==> src/rtl/versat_div.sv <==
// versat_div: Versat functional unit performing signed truncating division.
// Uses the same run/done, delay0, iterations and period configuration interface
// as the multiply-accumulate unit. One operand pair is sampled per period slot.
// A multi-cycle restoring divider then computes the result, and out0 holds the
// last completed result.
//
// Ports:
//   clk, rst_n          clock (rising edge), asynchronous active-low reset
//   run                 single-cycle start pulse; aborts any in-flight division
//   done                programmed run complete and divider idle
//   in0, in1            dividend / divisor (signed)
//   opcode              0 = quotient, 1 = remainder
//   out0                selected result, DATA_W+2 cycles after capture
//   overrun             sticky: a sample slot was missed because the divider was busy
//   iterations, period  number of periods / cycles per period (0 acts as 1)
//   delay0              start delay in cycles
module versat_div #(
    parameter int unsigned DATA_W     = 32,
    parameter int unsigned MEM_ADDR_W = 10,
    parameter int unsigned PERIOD_W   = 10
) (
    input  logic                  clk,
    input  logic                  rst_n,
    input  logic                  run,
    output logic                  done,
    input  logic [DATA_W-1:0]     in0,
    input  logic [DATA_W-1:0]     in1,
    output logic [DATA_W-1:0]     out0,
    output logic                  overrun,
    input  logic                  opcode,
    input  logic [MEM_ADDR_W-1:0] iterations,
    input  logic [PERIOD_W-1:0]   period,
    input  logic [31:0]           delay0
);

    localparam int unsigned STEP_W = (DATA_W > 1) ? $clog2(DATA_W) : 1;

    typedef enum logic [1:0] {
        DIV_IDLE,
        DIV_CALC,
        DIV_FIX
    } div_state_e;

    div_state_e              state_q, state_d;
    logic [31:0]             delay_q, delay_d;
    logic [PERIOD_W-1:0]     per_cnt_q, per_cnt_d;
    logic [MEM_ADDR_W-1:0]   iter_cnt_q, iter_cnt_d;
    logic                    armed_q, armed_d;
    logic                    fin_q, fin_d;
    logic                    done_q, done_d;
    logic                    overrun_q, overrun_d;
    logic [DATA_W-1:0]       out0_q, out0_d;
    logic [STEP_W-1:0]       step_q, step_d;
    logic                    fix_q, fix_d;
    logic [DATA_W-1:0]       quo_q, quo_d;   // dividend bits shift out, quotient bits shift in
    logic [DATA_W-1:0]       rem_q, rem_d;
    logic [DATA_W-1:0]       dvs_q, dvs_d;
    logic [DATA_W-1:0]       res_q, res_d;
    logic                    q_neg_q, q_neg_d;
    logic                    r_neg_q, r_neg_d;
    logic                    op_q, op_d;
    logic                    dz_q, dz_d;

    logic [DATA_W-1:0]       a_mag, b_mag;
    logic [DATA_W:0]         rem_shift, rem_diff;
    logic [PERIOD_W-1:0]     per_last;
    logic                    div_free, active, slot;

    assign a_mag     = in0[DATA_W-1] ? ('0 - in0) : in0;
    assign b_mag     = in1[DATA_W-1] ? ('0 - in1) : in1;
    assign rem_shift = {rem_q, quo_q[DATA_W-1]};
    assign rem_diff  = rem_shift - {1'b0, dvs_q};
    assign per_last  = (period == '0) ? '0 : period - PERIOD_W'(1);

    // The divider accepts a new pair on the same edge that it publishes its result.
    assign div_free  = (state_q == DIV_IDLE) || ((state_q == DIV_FIX) && fix_q);
    assign active    = armed_q && (delay_q == '0) && !fin_q;
    assign slot      = active && (per_cnt_q == '0);

    always_comb begin
        state_d    = state_q;
        delay_d    = delay_q;
        per_cnt_d  = per_cnt_q;
        iter_cnt_d = iter_cnt_q;
        armed_d    = armed_q;
        fin_d      = fin_q;
        done_d     = done_q;
        overrun_d  = overrun_q;
        out0_d     = out0_q;
        step_d     = step_q;
        fix_d      = fix_q;
        quo_d      = quo_q;
        rem_d      = rem_q;
        dvs_d      = dvs_q;
        res_d      = res_q;
        q_neg_d    = q_neg_q;
        r_neg_d    = r_neg_q;
        op_d       = op_q;
        dz_d       = dz_q;

        if (run) begin
            delay_d    = delay0 + 32'd2;
            done_d     = 1'b0;
            overrun_d  = 1'b0;
            armed_d    = 1'b1;
            fin_d      = 1'b0;
            per_cnt_d  = '0;
            iter_cnt_d = '0;
            state_d    = DIV_IDLE;
            fix_d      = 1'b0;
        end else begin
            case (state_q)
                DIV_CALC: begin
                    if (!rem_diff[DATA_W]) begin
                        rem_d = rem_diff[DATA_W-1:0];
                        quo_d = {quo_q[DATA_W-2:0], 1'b1};
                    end else begin
                        rem_d = rem_shift[DATA_W-1:0];
                        quo_d = {quo_q[DATA_W-2:0], 1'b0};
                    end
                    step_d = step_q + STEP_W'(1);
                    if (step_q == STEP_W'(DATA_W - 1)) begin
                        state_d = DIV_FIX;
                        fix_d   = 1'b0;
                    end
                end
                DIV_FIX: begin
                    // Remainder of a divide-by-zero is |in0| re-signed by in0, i.e. in0.
                    // Most-negative / -1 falls out naturally as in0 with remainder 0.
                    if (!fix_q) begin
                        if (op_q)
                            res_d = r_neg_q ? ('0 - rem_q) : rem_q;
                        else if (dz_q)
                            res_d = '1;
                        else
                            res_d = q_neg_q ? ('0 - quo_q) : quo_q;
                        fix_d = 1'b1;
                    end else begin
                        out0_d  = res_q;
                        state_d = DIV_IDLE;
                        fix_d   = 1'b0;
                    end
                end
                default: ;
            endcase

            if (delay_q != '0) begin
                delay_d    = delay_q - 32'd1;
                per_cnt_d  = '0;
                iter_cnt_d = '0;
                if (iterations == '0) begin
                    done_d = 1'b1;
                    fin_d  = 1'b1;
                end
            end else if (active) begin
                if (per_cnt_q == per_last) begin
                    per_cnt_d  = '0;
                    iter_cnt_d = iter_cnt_q + MEM_ADDR_W'(1);
                    if (({1'b0, iter_cnt_q} + (MEM_ADDR_W + 1)'(1)) >= {1'b0, iterations})
                        fin_d = 1'b1;
                end else begin
                    per_cnt_d = per_cnt_q + PERIOD_W'(1);
                end
            end

            if (slot) begin
                if (div_free) begin
                    quo_d   = a_mag;
                    dvs_d   = b_mag;
                    rem_d   = '0;
                    q_neg_d = in0[DATA_W-1] ^ in1[DATA_W-1];
                    r_neg_d = in0[DATA_W-1];
                    dz_d    = (in1 == '0);
                    op_d    = opcode;
                    step_d  = '0;
                    fix_d   = 1'b0;
                    state_d = DIV_CALC;
                end else begin
                    overrun_d = 1'b1;
                end
            end

            if (fin_q && (state_q == DIV_IDLE))
                done_d = 1'b1;
        end
    end

    always_ff @(posedge clk or negedge rst_n) begin
        if (!rst_n) begin
            state_q    <= DIV_IDLE;
            delay_q    <= '0;
            per_cnt_q  <= '0;
            iter_cnt_q <= '0;
            armed_q    <= 1'b0;
            fin_q      <= 1'b0;
            done_q     <= 1'b0;
            overrun_q  <= 1'b0;
            out0_q     <= '0;
            step_q     <= '0;
            fix_q      <= 1'b0;
            quo_q      <= '0;
            rem_q      <= '0;
            dvs_q      <= '0;
            res_q      <= '0;
            q_neg_q    <= 1'b0;
            r_neg_q    <= 1'b0;
            op_q       <= 1'b0;
            dz_q       <= 1'b0;
        end else begin
            state_q    <= state_d;
            delay_q    <= delay_d;
            per_cnt_q  <= per_cnt_d;
            iter_cnt_q <= iter_cnt_d;
            armed_q    <= armed_d;
            fin_q      <= fin_d;
            done_q     <= done_d;
            overrun_q  <= overrun_d;
            out0_q     <= out0_d;
            step_q     <= step_d;
            fix_q      <= fix_d;
            quo_q      <= quo_d;
            rem_q      <= rem_d;
            dvs_q      <= dvs_d;
            res_q      <= res_d;
            q_neg_q    <= q_neg_d;
            r_neg_q    <= r_neg_d;
            op_q       <= op_d;
            dz_q       <= dz_d;
        end
    end

    assign done    = done_q;
    assign overrun = overrun_q;
    assign out0    = out0_q;

endmodule

==> config.mk <==
export PLATFORM = sky130hd
export DESIGN_NAME = versat_div
export DESIGN_NICKNAME = d
export VERILOG_FILES = /design/src/rtl/versat_div.sv
export SDC_FILE = /design/constraint.sdc
export NUM_CORES = 1
export LEC_CHECK = 0
export CAP_MARGIN = 25
export CORE_MARGIN = 4
export CORE_UTILIZATION = 33
export CTS_BUF_LIST = sky130_fd_sc_hd__clkbuf_4 sky130_fd_sc_hd__clkbuf_8 sky130_fd_sc_hd__clkbuf_16
export CTS_CLUSTER_DIAMETER = 200
export DETAILED_ROUTE_END_ITERATION = 8
export HOLD_SLACK_MARGIN = 0.02
export PLACE_DENSITY = 0.62
export SLEW_MARGIN = 20
export SYNTH_ARGS = -nofsm -noshare
export SYNTH_HDL_FRONTEND = slang
export SYNTH_SLANG_ARGS = --single-unit
==> constraint.sdc <==
create_clock -name clk -period 3.8 [get_ports clk]
set_input_delay 1.14 -clock clk [delete_from_list [all_inputs] [get_ports clk]]
set_output_delay 1.14 -clock clk [all_outputs]
set_load 0.01 [all_outputs]
==> summary.md, run 1 <==
| Metric | Value |
|---|---|
| DP HPWL | about 35 mm |
| Nets | around 2200 |
| Vias in the first global route | ~14000 |
| Setup TNS Final | 0 ns |
| Cell row count | approximately 80 |
| Sequential fraction of the synthesis area | a little over a third |
| DRT Wirelength | about 46 mm |
| Number of flops mapped to enable cells by yosys | 0 |
| Layout cell share with drive strength beyond 1 | ~11% |
| Area grow syn2layout | 24.0% |
| Worst-Skew Late Latency | ~0.56 ns |
| Met3 Wirelength | between 2 and 2.5 mm |
| #FFs+latches synth | around 230 |
| Via/cell ratio | around 5.4 |
| Syn_area_per_cell | about 8.8 um2 |
| Pleak | 8.23 nW |
| Critical Path RT | around 4.2 ns |
| Post-route ant nets | 0 |
| Commonest cells after routing, fill and taps aside | dfrtp_1 (228), nand2_1 (204), o21ai_0 (166) |
| M1 wire length | 21.4 mm |
| Final Hold Vio Count | 0 |
| Cell area after synthesis | ~16000 um2 |
| Library cells used by synthesis | 81 |
| Max Root-Sink Buffers | 3 |
| Die X-Extent | between 200 and 250 um |
| Die height | 226 um |
| Fmax | around 0.28 GHz |
| Critical Path Start Type | primary input |
| Metal2 WL | ~21 mm |
| Most frequent CP cell | nor4_2 |
| Total GRT Usage | between 15 and 20% |
| Mapped Cells | approximately 1800 |
| Maximum vdd drop | about 0.29 mV |
| Core box area | 46900 um2 |
| H-tree depth | 1 |
| Ys Warns | 0 |
| Final Setup Violations | 0 |
| Power per Cell Area | about 320 nW/um2 |
| Post-synth ARST share | 100% |
| WP buf/inv | 3 |
| Slew headroom | between 30 and 40% |
| Remaining DRCs | 0 |
| Clk_skew | about 0.013 ns |
| Hold/Removal Path Class | flip-flop to flip-flop |
| Top Layer Used | met4 |
| Initial antenna violation count | 1 |
| Area after DPL | roughly 18000 um2 |
| DP Worst Slack | -0.406 ns |
| DRT Pass-1 Iters | 5 |
| CP max stage delay | between 0.5 and 0.6 ns |
| Global route overflow | 0 |
| Ports | 154 |
| Final worst slack | 0.230 ns |
| Setup crit end kind | flip-flop |
| Commonest non-fill, non-tap cell in the layout | dfrtp_1 |
| Global-route wire length before repair | around 75 mm |
| CTS tree | yes |
| Die area | about 50000 um2 |
| CP cell instances | clkdlybuf4s50_1 -> inv_1 -> ha_1 -> or4b_4 -> or4_1 -> and3_1 -> nor4_2 -> nand4_1 -> nor4_2 -> buf_4 -> nand2_1 -> xor2_1 -> nor2_1 |
| Wire length per cell | 17.7 um |
| IO buf count | approximately 150 |
| Slowest cell on crit path | or4_1 |
| Hold Slack | between 0.4 and 0.5 ns |
| Crit Path Max Fanout | 12 |
| Vias | around 14000 |
| Max cap viols | 0 |
| Filler cells | 4672 |
| Final count of pins violating max slew | 0 |
| Clock sink total | 228 |
| Final period util | between 90% and 100% |
| Placer Congestion | 0.911 |
| Status | complete, no violations |
| Worst-margin pin slew | approximately 1.0 ns |
| Root Buffer | clkbuf_16 |
| Initial DRC count | roughly 920 |
| Worst path arrival time | 3.99 ns |
| Worst setup path class | primary input to flip-flop |
| Minimum clock period | 3.57 ns |
| Initial core utilization | roughly a third |
| Final Instance Area | around 20000 um2 |
| Worst path top cell family by delay | simple AND/OR/NAND/NOR gates |
| RSZ-0062 raised after global routing | false |
| Clock-pin slew on the worst setup and hold paths | 0.06 ns |
| Net count after synthesis | approximately 2000 |
| Post-synth top flop | dfrtp_1 |
| CTS Buf Count | 28 |
| Largest net degree at the start of global routing | 88 |
[per-layer routing]
layer / vias to the layer above / global-route usage, %
met5: - / 0
met4: 0 / 4.01
met3: 63 / 2.85
met2: 313 / 29.5
met1: 6869 / 24.5
li1: 6872 / -
[cell families (layout without fill, tap and decap cells)]
family                     Yosys count  in the layout  synth area share, %
buffers and inverters              156            380                 3.88
muxes                               56             56                 3.83
adders and majority gates           58             58                 4.66
DFF                                228            228                 36.3
AOI/OAI and AO/OA                  504            504                 20.6
xor gates and xnor gates           228            228                 12.7
and+or+nand+nor                    555            555                 18.0
other                                0              1                    0
[stage by stage]
step | power, mW | utilization [%] | std cells
6_report | 6.32 | 41.6 | 2617
3_5_place_dp | 3.56 | 39.5 | 2564
4_1_cts | 6.39 | 41.6 | 2615
3_3_place_gp | 3.54 | 39.4 | 2563
5_1_grt | 6.60 | 41.6 | 2617
2_1_floorplan | 3.13 | - | 1785
[final timing paths]
check	slack, ns	to	cells after the start	startpoint
worst max-delay path	0.23	iter_cnt_q[5]	13	period[1]
worst min-delay path	0.48	res_q[21]	1	res_q[21]
worst max register to register	0.35	quo_q[31]	9	delay_q[18]
worst min register to register	0.48	res_q[21]	1	res_q[21]
max in group asynchronous	2.32	res_q[8]	2	rst_n
min in group asynchronous	0.56	iter_cnt_q[0]	1	rst_n
[power by group]
group	internal, mW	switching (mW)
combinational	0.431	0.461
clock	1.71	1.09
sequential	2.53	0.104
[cells in the mapped netlist, types with 5 or more instances]
cell type / number / area, um2
nor3b_1: 7 / 52.6
dfrtp_1: 228 / 5710
a211oi_1: 12 / 90.1
clkbuf_1: 59 / 221
buf_2: 14 / 70.1
nand2_1: 204 / 766
o22ai_1: 26 / 163
o41ai_1: 19 / 166
inv_1: 76 / 285
or4_1: 13 / 97.6
nor2_1: 99 / 372
xnor2_1: 96 / 841
or3_1: 28 / 175
or4_4: 6 / 67.6
mux2_2: 33 / 372
o21a_1: 12 / 90.1
o21ai_1: 5 / 25.0
nand4_1: 15 / 93.8
xor2_1: 132 / 1160
nand3_1: 41 / 205
o31ai_1: 37 / 278
nand2b_1: 13 / 81.3
mux2i_1: 23 / 230
a31oi_1: 14 / 87.6
a22oi_1: 27 / 203
or3_4: 5 / 56.3
and4_1: 5 / 43.8
a221oi_1: 21 / 184
or2_2: 6 / 37.5
nor4_1: 17 / 106
o21ai_0: 166 / 831
ha_1: 57 / 713
nor3_1: 31 / 155
nor2b_1: 13 / 81.3
a21o_1: 36 / 270
a21oi_1: 80 / 400
and3_1: 20 / 125
[timing repair]
item,CTS,global route
buffers inserted,0,1
hold buffers,0,0
resized for setup,0,6
endpoints found under the setup margin,0,17
[layout make-up]
class	count	area [um2]	area share [%]
Multi-Input combinational cell	1401	9470	48.5
Sequential cell	228	5710	29.3
Timing Repair Buffer	252	2310	11.8
Clock buffer	41	866	4.44
Tap cell	607	759	3.89
Inverter	77	289	1.48
Clock inverter	10	109	0.558
Antenna cell	1	2.50	0.0128
[sequential cells by signal, indices dropped and copies added, names as in the netlist, 2 cells and up]
signal / cells
delay_q: 32
dvs_q: 32
out0: 32
quo_q: 32
rem_q: 32
res_q: 32
iter_cnt_q: 10
per_cnt_q: 10
step_q: 5
state_q: 2
(Power assumes the default switching activity.)
==> run 2, diff against run 1 <==
--- a/config.mk
+++ b/config.mk
@@ -7,12 +7,12 @@
 export LEC_CHECK = 0
 export CAP_MARGIN = 25
 export CORE_MARGIN = 4
-export CORE_UTILIZATION = 33
+export CORE_UTILIZATION = 59
 export CTS_BUF_LIST = sky130_fd_sc_hd__clkbuf_4 sky130_fd_sc_hd__clkbuf_8 sky130_fd_sc_hd__clkbuf_16
 export CTS_CLUSTER_DIAMETER = 200
 export DETAILED_ROUTE_END_ITERATION = 8
 export HOLD_SLACK_MARGIN = 0.02
-export PLACE_DENSITY = 0.62
+export PLACE_DENSITY = 0.93
 export SLEW_MARGIN = 20
 export SYNTH_ARGS = -nofsm -noshare
 export SYNTH_HDL_FRONTEND = slang
==> run 2 against run 1 <==
  * Worst setup slack worse by 0.10 ns
  * Worst hold slack better by 0.0016 ns
  * Sequential cell count stayed put
  * Sequential share of layout area is 0.82 points higher
  * Combinational power is 1% higher
  * Final cell count is 12% lower
  * Clock skew is 0.0045 ns lower
  * Count of clock-buffer cells in the layout is 7 lower
  * Largest cell class unchanged
==> summary.md, run 2 (synthesis results as in run 1) <==
| Metric | Value |
|---|---|
| Ports | 154 (unchanged) |
| Global route overflow | 0 (unchanged) |
| Die height | 171 um (-24%) |
| Crit Path Max Fanout | 6 (-6) |
| Hold/Removal Path Class | flip-flop to flip-flop |
| Hold Slack | 0.477 ns (+0.00162 ns) |
| WHS Path Cells | 1 (unchanged) |
| DRT Wirelength | 44.4 mm (-4.0%) |
| Crit path from | period[3] |
| Maximum vdd drop | 0.405 mV (+40%) |
| Slew headroom | 33.3% (about the same) |
| Worst path top cell family by delay | simple AND/OR/NAND/NOR gates |
| DRT Pass-1 Iters | 6 (+1) |
| CTS Buf Count | 24 (-14%) |
| Clock sink total | 228 (unchanged) |
| Power per Cell Area | 322 nW/um2 (-0.59%) |
| Die X-Extent | 171 um (-24%) |
| Clock-pin slew on the worst setup and hold paths | 0.06 ns (about the same) |
| Final period util | 96.7% (+2.7 points) |
| Cell row count | 59 (-25%) |
| Hold_sp | res_q[10] |
| Final count of pins violating max slew | 0 (unchanged) |
| Area grow syn2layout | 20.7% |
| Status | complete, no violations |
| Final Power | 6.11 mW (-3.3%) |
| Commonest non-fill, non-tap cell in the layout | dfrtp_1 |
| CTS Hold Bufs | 0 (unchanged) |
| Wire length per cell | 19.2 um (+8.6%) |
| Largest net degree at the start of global routing | 101 (+15%) |
| CP cell instances | clkdlybuf4s50_1 -> or4b_4 -> or4_4 -> and3_1 -> nor4_2 -> nand4_1 -> nor4_4 -> buf_2 -> or2_1 -> nor2_1 |
| Pleak | 8.12 nW (-1.3%) |
| WP buf/inv | 2 (-1) |
| IO buf count | 153 (unchanged) |
| Global-route wire length before repair | 71.4 mm (-4.6%) |
| Filler cells | 1875 (-60%) |
| Core box area | 26100 um2 (-44%) |
| Worst setup path class | primary input to flip-flop |
| Nets | 2141 (-1.2%) |
| Initial core utilization | 60.2% (+27 points) |
| Setup crit end kind | flip-flop |
| Initial DRC count | 1261 (+38%) |
| H-tree depth | 1 (unchanged) |
| Via/cell ratio | 6.37 (+18%) |
| Final worst slack | 0.127 ns (-0.104 ns) |
| Worst path arrival time | 4.08 ns (+0.09 ns) |
| Critical Path RT | 4.21 ns (about the same) |
| DP Worst Slack | -0.367 ns (+0.0388 ns) |
| Root Buffer | clkbuf_16 |
| Post-route ant nets | 0 (unchanged) |
| Worst R2R End | quo_q[8] |
| CP max stage delay | 0.54 ns (+0.03 ns) |
| Setup TNS Final | 0 ns (unchanged) |
| Worst reg-to-reg setup slack | 0.23 ns (-0.12 ns) |
| WHS Endpoint | res_q[10] |
| Minimum clock period | 3.67 ns (+0.104 ns) |
| Slowest cell on crit path | or4b_4 |
| Critical Path Start Type | primary input |
| Fmax | 0.272 GHz (-2.8%) |
| R2R Path Start | delay_q[17] |
| Die area | 29300 um2 (-43%) |
| Clk_skew | 0.00818 ns (-0.00448 ns) |
| DP HPWL | 32.2 mm (-7.7%) |
| Total GRT Usage | 29.4% (+12 points) |
| Multi-input gate area | 9480 um2 (+0.12%) |
| FF/Latch Area | 5710 um2 (unchanged) |
| Placer Congestion | 0.935 (+2.7%) |
| Remaining DRCs | 0 (unchanged) |
| Max cap viols | 0 (unchanged) |
| Layout cell share with drive strength beyond 1 | 10.2% (-1.3 points) |
| CTS tree | yes |
| Worst-margin pin slew | 1.00 ns (+0.000175 ns) |
| Reg2reg path depth | 9 (unchanged) |
| Initial antenna violation count | 4 (+3) |
| Vias | 14745 (+4.4%) |
| Final Setup Violations | 0 (unchanged) |
| Commonest cells after routing, fill and taps aside | dfrtp_1 (228), nand2_1 (204), o21ai_0 (166) |
| Worst-Skew Late Latency | 0.52 ns (-0.04 ns) |
| Vias in the first global route | 14395 (+2.2%) |
| Max Root-Sink Buffers | 3 (unchanged) |
| Final Hold Vio Count | 0 (unchanged) |
-- run 2: area by class of cell --
| type | count | share of cell area [%] |
|---|---|---|
| Multi-Input combinational cell | 1401 | 49.9 |
| Sequential cell | 228 | 30.1 |
| Timing Repair Buffer | 231 | 11.7 |
| Clock buffer | 34 | 3.78 |
| Tap cell | 335 | 2.21 |
| Inverter | 77 | 1.52 |
| Clock inverter | 8 | 0.771 |
| Antenna cell | 1 | 0.0132 |
-- run 2: stage by stage --
stage	instance area, um2	util (%)	instances
final	19000	72.6	2315
after global routing	19000	72.6	2315
after CTS	18900	72.3	2310
after detailed placement	18000	69.0	2268
after global placement	18000	69.0	2268
after floorplan	15700	-	1785
-- run 2: timing repair --
item,CTS,global route
hold endpoints to repair,0,0
endpoints found under the setup margin,0,16
setup buffers,0,2
resized for setup,0,12
-- run 2: worst max path at each step --
| stage | end | slack [ns] | cells past startpoint |
|---|---|---|---|
| 2_1_floorplan | iter_cnt_q[7] | 0.23 | 12 |
| 3_3_place_gp | iter_cnt_q[4] | -0.28 | 13 |
| 3_5_place_dp | iter_cnt_q[9] | -0.37 | 13 |
| 4_1_cts | iter_cnt_q[5] | 0.10 | 14 |
| 5_1_grt | iter_cnt_q[5] | -0.03 | 11 |
| 6_report | per_cnt_q[6] | 0.13 | 10 |
-- run 2: where the power goes --
| part | total (mW) | internal, mW | leakage (nW) | switching [mW] |
|---|---|---|---|---|
| sequential | 2.64 | 2.53 | 2.95 | 0.110 |
| clock | 2.57 | 1.58 | 0.428 | 0.986 |
| combinational | 0.901 | 0.428 | 4.75 | 0.473 |
-- run 2: per-layer routing --
layer | up-vias | wire length (um) | global-route usage [%] | share of wire, %
met3 | 148 | 3040 | 3.79 | 6.8
met5 | - | 46 | 0 | 0.10
met1 | 7122 | 17200 | 36.8 | 39
met4 | 6 | 1910 | 10.6 | 4.3
met2 | 656 | 22200 | 52.3 | 50
li1 | 6813 | - | - | -
